## config.mk

```make
export PLATFORM = sky130hd
export DESIGN_NAME = lcm_from_gcd
export DESIGN_NICKNAME = d
export VERILOG_FILES = /design/src/rtl/lcm_from_gcd.sv
export SDC_FILE = /design/constraint.sdc
export NUM_CORES = 1
export LEC_CHECK = 0
export ABC_AREA = 1
export CORE_UTILIZATION = 25
export DETAILED_ROUTE_END_ITERATION = 7
export SYNTH_ARGS = -nofsm -noshare
export SYNTH_HDL_FRONTEND = slang
export SYNTH_SLANG_ARGS = --single-unit
export TNS_END_PERCENT = 1
```

## constraint.sdc

```tcl
create_clock -name sys_clk -period 3.35 [get_ports sys_clk]
set_input_delay 0.67 -clock sys_clk [delete_from_list [all_inputs] [get_ports sys_clk]]
set_output_delay 0.67 -clock sys_clk [all_outputs]
set_load 0.03 [all_outputs]
```

## src/rtl/lcm_from_gcd.sv

```systemverilog
// LCM stage downstream of the gcd block: lcm = (a / g) * b via a 32-cycle
// restoring divider followed by a 32-cycle shift-add multiplier.
module lcm_from_gcd (
  input  logic        sys_clk,
  input  logic        sys_rst_n,
  input  logic        in_valid,
  output logic        in_ready,
  input  logic [31:0] a,
  input  logic [31:0] b,
  input  logic [31:0] gcd_val,
  output logic        out_valid,
  input  logic        out_ready,
  output logic [63:0] lcm_val,
  output logic        err
);

  localparam logic [1:0] StIdle = 2'd0;
  localparam logic [1:0] StDiv  = 2'd1;
  localparam logic [1:0] StMul  = 2'd2;
  localparam logic [1:0] StDone = 2'd3;

  logic [1:0]  state_q, state_d;
  logic [5:0]  cnt_q, cnt_d;
  logic [31:0] quo_q, quo_d;
  logic [32:0] rem_q, rem_d;
  logic [31:0] div_q, div_d;
  logic [31:0] mplr_q, mplr_d;
  logic [63:0] mcand_q, mcand_d;
  logic [63:0] acc_q, acc_d;
  logic [63:0] lcm_q, lcm_d;
  logic        err_q, err_d;

  // Divider step: quo_q doubles as dividend shift register and quotient collector.
  logic [32:0] rem_shift;
  logic [32:0] rem_sub;
  logic        fits;
  logic [31:0] quo_next;
  logic [32:0] rem_next;
  logic [63:0] acc_next;

  always_comb begin
    rem_shift = {rem_q[31:0], quo_q[31]};
    rem_sub   = rem_shift - {1'b0, div_q};
    fits      = (rem_shift >= {1'b0, div_q});
    quo_next  = {quo_q[30:0], fits};
    rem_next  = fits ? rem_sub : rem_shift;
    acc_next  = acc_q + (mplr_q[0] ? mcand_q : 64'd0);
  end

  always_comb begin
    state_d = state_q;
    cnt_d   = cnt_q;
    quo_d   = quo_q;
    rem_d   = rem_q;
    div_d   = div_q;
    mplr_d  = mplr_q;
    mcand_d = mcand_q;
    acc_d   = acc_q;
    lcm_d   = lcm_q;
    err_d   = err_q;
    unique case (state_q)
      StIdle: begin
        if (in_valid) begin
          quo_d  = a;
          mplr_d = b;
          div_d  = gcd_val;
          rem_d  = 33'd0;
          cnt_d  = 6'd0;
          if (a == 32'd0 || b == 32'd0) begin
            state_d = StDone;
            lcm_d   = 64'd0;
            err_d   = 1'b0;
          end else if (gcd_val == 32'd0) begin
            state_d = StDone;
            lcm_d   = 64'd0;
            err_d   = 1'b1;
          end else begin
            state_d = StDiv;
          end
        end
      end
      StDiv: begin
        quo_d = quo_next;
        rem_d = rem_next;
        if (cnt_q == 6'd31) begin
          state_d = StMul;
          cnt_d   = 6'd0;
          mcand_d = {32'd0, quo_next};
          acc_d   = 64'd0;
        end else begin
          cnt_d = cnt_q + 6'd1;
        end
      end
      StMul: begin
        acc_d   = acc_next;
        mcand_d = mcand_q << 1;
        mplr_d  = mplr_q >> 1;
        if (cnt_q == 6'd31) begin
          state_d = StDone;
          lcm_d   = acc_next;
          err_d   = (rem_q != 33'd0);
        end else begin
          cnt_d = cnt_q + 6'd1;
        end
      end
      StDone: begin
        if (out_ready) state_d = StIdle;
      end
      default: state_d = StIdle;
    endcase
  end

  always_ff @(posedge sys_clk or negedge sys_rst_n) begin
    if (!sys_rst_n) begin
      state_q <= StIdle;
      cnt_q   <= 6'd0;
      quo_q   <= 32'd0;
      rem_q   <= 33'd0;
      div_q   <= 32'd0;
      mplr_q  <= 32'd0;
      mcand_q <= 64'd0;
      acc_q   <= 64'd0;
      lcm_q   <= 64'd0;
      err_q   <= 1'b0;
    end else begin
      state_q <= state_d;
      cnt_q   <= cnt_d;
      quo_q   <= quo_d;
      rem_q   <= rem_d;
      div_q   <= div_d;
      mplr_q  <= mplr_d;
      mcand_q <= mcand_d;
      acc_q   <= acc_d;
      lcm_q   <= lcm_d;
      err_q   <= err_d;
    end
  end

  assign in_ready  = (state_q == StIdle);
  assign out_valid = (state_q == StDone);
  assign lcm_val   = lcm_q;
  assign err       = err_q;

endmodule

```

==> metrics.md, run 1 <==
| Metric | Value |
|---|---|
| Maxcap violations | 0 |
| TritonCTS clock tree | built |
| Setup bufs post-CTS | 0 |
| Sequential share of the synthesized area | 36.0% |
| Vias | 22000 |
| Die area | 93000 um2 |
| # DRC | 0 |
| Syn avg cell area | 6.48 um2 |
| Port Buffers | 166 |
| GRT Util Overall | 16.1% |
| Yosys warns | 0 |
| Hold crit path type | in2async |
| Worst setup startpoint | state_q[1] |
| Post-synth EDFFs | 0 |
| FF-to-FF End | acc_q[51] |
| Main combinational cell family by area after synthesis | simple AND/OR/NAND/NOR gates |
| Clock latency on the worst-skew pair | between 500 and 600 ps |
| Layout cells sized above 1 | 4.08% |
| Worst hold margin | 148 ps |
| Via density | approximately 4.5 |
| Peak VDD IR | 0.000676 V |
| Critical R2R Launch | mplr_q[0] |
| Global-route wire length before repair | 119000 um |
| Leak Pwr | 0.0145 uW |
| Total gr overflow | 0 |
| Vias in the first global route | between 20000 and 25000 |
| Status | finished, final reports clean |
| Nets | between 3000 and 4000 |
| Post-placement cell count | 4804 |
| Starting DRC count in detailed routing | about 1500 |
| Clock-pin transition on the worst setup and hold timing paths | 60 ps |
| Ys async rst share | 100% |
| H-tree depth | 2 |
| Post-Synth Simple-Gate Area | between 30% and 40% |
| Worst-path fanout max | 6 |
| Slack of the critical path | 355 ps |
| Worst Path Required | 2680 ps |
| Die Height | 305 um |
| Internal Power | 12700 uW |
| P_sw | about 11000 uW |
| Worst EP arrival | roughly 2300 ps |
| Comb pwr share | 53.5% |
| Pins Over Slew Limit | 0 |
| Final ANT Viol Nets | 0 |
| Final setup vio count | 0 |
| Final Hold Fails | 0 |
| Core area | 90400 um2 |
| Post-Synth XOR/XNOR Area | 0.687% |
| I/O pin count | 167 |
| Total power divided by cell area | 881 nW/um2 |
| Mapped Area | 23000 um2 |
| RSZ-0062 raised after global routing | false |
| Post-cts sizing count | 0 |
| Clk root buf | clkbuf_16 |
| Die Width | roughly 300 um |
| R2R cell count | 15 |
| Clock power frac | 20.8% |
| Slew margin rel. | 49.1% |
| Top FF cell, synth | dfrtp_1 |
| Post-route insts no fill | 4878 |
| Post-synthesis mux area share | 0% |
| Worst-margin pin slew | 764 ps |
| Sw Ratio | between 40% and 50% |
| Tmin final | between 2000 and 3000 ps |
| Crit. End Element | primary output |
| CP Class | reg2out |
| Fillers | approximately 10000 |
| CP Launch Type | register |
| Detailed Place HPWL | 58700 um |
| Fmax achieved | 334 MHz |
| Bufs on Longest Clock Path | 3 |
| Flops & latches, synth | 330 |
| WL final | 75300 um |
| Fin Clk Skew | 32.9 ps |
| Synth Area in Compound Gates | 10.5% |
| Post-Route Setup TNS | 0 ps |
| Antenna Cells | 0 |
| Post-Place Worst Slack | around 330 ps |
| Detailed Routing Iterations Pass 1 | 5 |
| GPL Wtd Cong | between 0.9 and 1 |
| Largest net degree at the start of global routing | 111 |
| # rows | 110 |
| Adder-Cell Fraction of Synth Area | 5.63% |
| Synthesized Nets | about 3700 |
| Starting Density | 25.4% |
| Sequential fraction of design power | 25.7% |
| TritonCTS Buffers | 41 |
| Final design utilization | between 30% and 40% |
| Post-synth cell types | 46 |
| Initial antenna violation count | 0 |
| Period utilisation layout | between 80% and 90% |
| Syn-to-layout area delta | 19.7% |
| Cells after synthesis | 3542 |
| CTS Hold Buffers Added | 0 |
| Critical Path Sink | in_ready |
| R2r setup slk | around 450 ps |
| Avg WL per Cell | between 15 and 20 um |
| Clock Sinks | 330 |
[how the worst min path moves through the flow]
| stage | slack [ps] | to | cells past startpoint |
|---|---|---|---|
| after floorplan | 370 | acc_q[0] | 0 |
| after global placement | 460 | mcand_q[63] | 2 |
| after detailed placement | 460 | mcand_q[63] | 2 |
| after CTS | 150 | lcm_val[57] | 1 |
| after global routing | 180 | lcm_val[57] | 1 |
| final | 150 | lcm_val[57] | 1 |
[synth_stat cells (5+ instances only)]
| cell | number | area, um2 |
|---|---|---|
| o31ai_1 | 16 | 120 |
| o21ai_0 | 166 | 831 |
| nand3_1 | 154 | 771 |
| dfrtp_1 | 330 | 8260 |
| nand4_1 | 72 | 450 |
| a21oi_1 | 95 | 475 |
| buf_6 | 16 | 180 |
| buf_1 | 8 | 30.0 |
| inv_1 | 599 | 2250 |
| nor3_1 | 20 | 100 |
| clkbuf_1 | 63 | 236 |
| o211ai_1 | 32 | 240 |
| a31oi_1 | 62 | 388 |
| nand3b_1 | 33 | 248 |
| ha_1 | 100 | 1250 |
| nand2_1 | 1348 | 5060 |
| nor4_1 | 6 | 37.5 |
| xnor2_1 | 15 | 131 |
| and2_1 | 5 | 31.3 |
| o21ai_1 | 47 | 235 |
| nand2_2 | 5 | 31.3 |
| nor2_2 | 6 | 37.5 |
| or2_2 | 17 | 106 |
| buf_2 | 26 | 130 |
| nor2_1 | 261 | 980 |
[registers in the layout, summed over array words and instances (netlist names)]
register  count
acc_q        64
lcm_val      64
mcand_q      64
rem_q        33
div_q        32
mplr_q       32
quo_q        32
cnt_q         6
state_q       2
err           1
[placed cells by master, fill, tap and decap left out, types with 3 or more instances in the layout]
master and instances:
a21boi_0 3, o21bai_1 4, clkinv_2 4, o21ai_1 47
buf_4 23, inv_6 3, o31ai_1 16, nand2_4 4
o211ai_1 32, clkbuf_8 7, nand2_1 1347, xor2_1 3
and2_1 5, clkdlybuf4s50_1 165, clkbuf_16 42, nand3_1 154
or2_2 17, inv_2 3, nand4_1 72, a31oi_1 62
nor4_1 6, dfrtp_1 329, o21ai_0 165, xnor2_1 15
nor3_1 20, nor2_1 259, buf_12 12, nor2_2 7
clkbuf_1 8, ha_1 99, a21o_1 4, a21oi_1 95
nand3b_1 33, inv_1 599, nor2_4 4, bufinv_16 9
nand2_2 5
[kinds of logic (layout without fill, tap and decap cells)]
logic type	count (synthesis)	after routing
AO/OA/AOI/OAI	434	434
XOR/XNOR	18	18
buffers and inverters	719	879
flip-flops	330	330
adder cells (fa/ha/maj)	102	102
AND/OR/NAND/NOR	1939	1939
[area by class of cell]
type | count | area, um2 | share of cell area [%]
flip-flops and latches | 330 | 8260 | 30.1
inverters | 604 | 2270 | 8.27
well taps | 1176 | 1470 | 5.36
multi-input cells | 2493 | 11900 | 43.2
repair buffers | 201 | 2080 | 7.57
clock buffers | 57 | 1180 | 4.29
clock inverters | 17 | 335 | 1.22
[metrics by stage]
stage / power (uW) / cell area [um2]
6_report: 24200 / 27500
5_1_grt: 26400 / 27500
4_1_cts: 24400 / 27500
3_5_place_dp: 19300 / 26000
3_3_place_gp: 19100 / 26000
2_1_floorplan: 15500 / 23000
[critical path, stage by stage, from the launching register on]
cell and delay, ps:
dfrtp_1 440, inv_1 130, ha_1 360, clkdlybuf4s50_1 830
[routing by layer]
metal / up-vias / routed length [um] / part of all wire, % / track usage, %
met5: - / 0 / 0 / 0
met4: 0 / 2720 / 3.6 / 5.72
met3: 114 / 3760 / 5.0 / 2.29
met2: 451 / 33600 / 45 / 25.8
met1: 10100 / 35200 / 47 / 22.1
li1: 11300 / - / - / -
[power by group through the flow]
stage / clock network [uW] / logic [uW] / registers, uW
floorplan: 0 / 9200 / 6330
global placement: 0 / 12900 / 6270
detailed placement: 0 / 13000 / 6280
CTS: 5190 / 13000 / 6230
global route: 5340 / 14600 / 6390
finish: 5040 / 12900 / 6220
Power figures use the tool's default switching activity.
==> inputs of run 2 (changes only) <==
--- a/config.mk
+++ b/config.mk
@@ -8,6 +8,8 @@
 export ABC_AREA = 1
 export CORE_UTILIZATION = 25
 export DETAILED_ROUTE_END_ITERATION = 7
+export SETUP_SLACK_MARGIN = 0.5
+export SLEW_MARGIN = 20
 export SYNTH_ARGS = -nofsm -noshare
 export SYNTH_HDL_FRONTEND = slang
 export SYNTH_SLANG_ARGS = --single-unit
==> run 2 against run 1 <==
Routed wire length hardly changed. Clock skew is 1.1 ps lower. Fmax is 8.8% higher. Highest routed layer unchanged. Sequential cell count stayed put. Largest cell class unchanged. Via count is 0.14% higher.
==> metrics.md, run 2 (same netlist as run 1, synthesis figures left out) <==
| Metric | Value |
|---|---|
| Status | finished, final reports clean |
| TritonCTS clock tree | built |
| Starting DRC count in detailed routing | 1646 (+7.2%) |
| Peak VDD IR | 0.000673 V (-0.44%) |
| Post-Place Worst Slack | 325 ps (unchanged) |
| GRT Util Overall | 16.1% (unchanged) |
| Global-route wire length before repair | 119000 um (unchanged) |
| CP Class | reg2reg |
| Post-placement cell count | 4804 (unchanged) |
| I/O pin count | 167 (unchanged) |
| Period utilisation layout | 82.1% (-7.3 points) |
| Detailed Place HPWL | 58700 um (unchanged) |
| Clock-pin transition on the worst setup and hold timing paths | 60 ps (about the same) |
| CTS Hold Buffers Added | 0 (unchanged) |
| Syn-to-layout area delta | 19.9% |
| # rows | 110 (unchanged) |
| Most common cell after layout, fill and taps aside | nand2_1 |
| Maxcap violations | 0 (unchanged) |
| Worst-path fanout max | 30 (+24) |
| Final design utilization | 30.4% (+0.071 points) |
| Detailed Routing Iterations Pass 1 | 5 (unchanged) |
| # DRC | 0 (unchanged) |
| Pins Over Slew Limit | 0 (unchanged) |
| Tmin final | 2750 ps (-243 ps) |
| Initial antenna violation count | 0 (unchanged) |
| Antenna Cells | 0 (unchanged) |
| Final ANT Viol Nets | 0 (unchanged) |
| Slack of the critical path | 598 ps (+243 ps) |
| WL final | 75300 um (about the same) |
| Total gr overflow | 0 (unchanged) |
| Core area | 90400 um2 (unchanged) |
| Die area | 93000 um2 (unchanged) |
| Leak Pwr | 0.0145 uW (+0.10%) |
| Vias | 22000 (+0.14%) |
| Via density | 4.51 (about the same) |
| Slew margin rel. | 49.5% (+0.38 points) |
| Worst hold margin | 146 ps (-1.96 ps) |
| Clock latency on the worst-skew pair | 580 ps (about the same) |
| Clk root buf | clkbuf_16 |
| Layout cells sized above 1 | 4.48% (+0.40 points) |
| Die Height | 305 um (unchanged) |
| Final Hold Fails | 0 (unchanged) |
| Largest net degree at the start of global routing | 111 (unchanged) |
| RSZ-0062 raised after global routing | true |
| Fin Clk Skew | 31.8 ps (-1.06 ps) |
| Starting Density | 25.4% (unchanged) |
| Nets | 3875 (+0.052%) |
| Worst EP arrival | 3220 ps (+890 ps) |
| Port Buffers | 166 (unchanged) |
| CP Launch Type | register |
| Vias in the first global route | 21100 (unchanged) |
| Worst-margin pin slew | 758 ps (-5.70 ps) |
| Post-route insts no fill | 4880 (+0.041%) |
| Fillers | 9888 (+0.030%) |
| Fmax achieved | 363 MHz (+8.8%) |
| Total power divided by cell area | 880 nW/um2 (-0.11%) |
| Crit. End Element | register |
| TritonCTS Buffers | 41 (unchanged) |
| Worst Path Required | 3820 ps (+1140 ps) |
| Post-Route Setup TNS | 0 ps (unchanged) |
| Bufs on Longest Clock Path | 3 (unchanged) |
| Clock Sinks | 330 (unchanged) |
| GPL Wtd Cong | 0.948 (unchanged) |
| Die Width | 305 um (unchanged) |
| Hold crit path type | in2async |
| H-tree depth | 2 (unchanged) |
| Final setup vio count | 0 (unchanged) |
| Most frequent cells in the layout | nand2_1, inv_1, dfrtp_1 |
| Avg WL per Cell | 15.4 um (about the same) |
-- run 2: changes by cell type in the layout (fill, tap and decap cells not counted), sizes merged --
| cell | previous run | this run |
|---|---|---|
| buf | 36 | 38 |
| clkdlybuf4s50 | 165 | 164 |
| dlygate4sd2 | 0 | 1 |
-- run 2: timing repair --
item                                    4_1_cts  5_1_grt
pin swaps                                     0        2
endpoints found under the setup margin        6      112
setup buffers                                 0        2
gates resized for setup                       1       19
-- run 2: cell type report --
class,instances,area [um2],area share [%]
multi-input combinational,2493,11900,43.3
sequential,330,8260,30.0
inverter,604,2270,8.25
clock buffer,57,1180,4.28
tap,1176,1470,5.34
timing repair buffer,203,2100,7.63
clock inverter,17,335,1.22
-- run 2: path summary, 6_finish.rpt --
kind / from / end / slack [ps] / cells past startpoint
setup / recovery: mplr_q[0] / acc_q[54] / 600 / 14
hold / removal: sys_rst_n / lcm_val[57] / 150 / 1
setup reg to reg: mplr_q[0] / acc_q[54] / 600 / 14
hold reg to reg: mcand_q[63] / mcand_q[63] / 470 / 2
max in group asynchronous: sys_rst_n / quo_q[15] / 2420 / 2
min in group sys_clk: mcand_q[63] / mcand_q[63] / 470 / 2
-- run 2: power by group --
group	internal [uW]	switching, uW
logic	4290	8680
registers	5310	910
clock network	3160	1890
-- run 2: worst max-delay path: stages, from the launching register on --
cell and delay, ps:
dfrtp_2 420, buf_6 190, nand2_1 100, inv_1 40
ha_1 390, nand2_1 140, nor2_1 260, and3_1 230
nand3_1 100, nand3b_1 260, nand2_1 180, nand2_1 100
nand2_1 70, nand4_1 80, nand2_1 60
-- run 2: routing by layer --
metal / GRT usage (%) / routed length, um
met5: 0 / 0
met4: 5.72 / 2810
met3: 2.29 / 3810
met2: 25.8 / 33400
met1: 22.1 / 35200
-- run 2: metrics by stage --
stage          cell area (um2)  total power [uW]
2_1_floorplan            23000             15500
3_3_place_gp             26000             19100
3_5_place_dp             26000             19300
4_1_cts                  27500             24400
5_1_grt                  27500             26400
6_report                 27500             24200
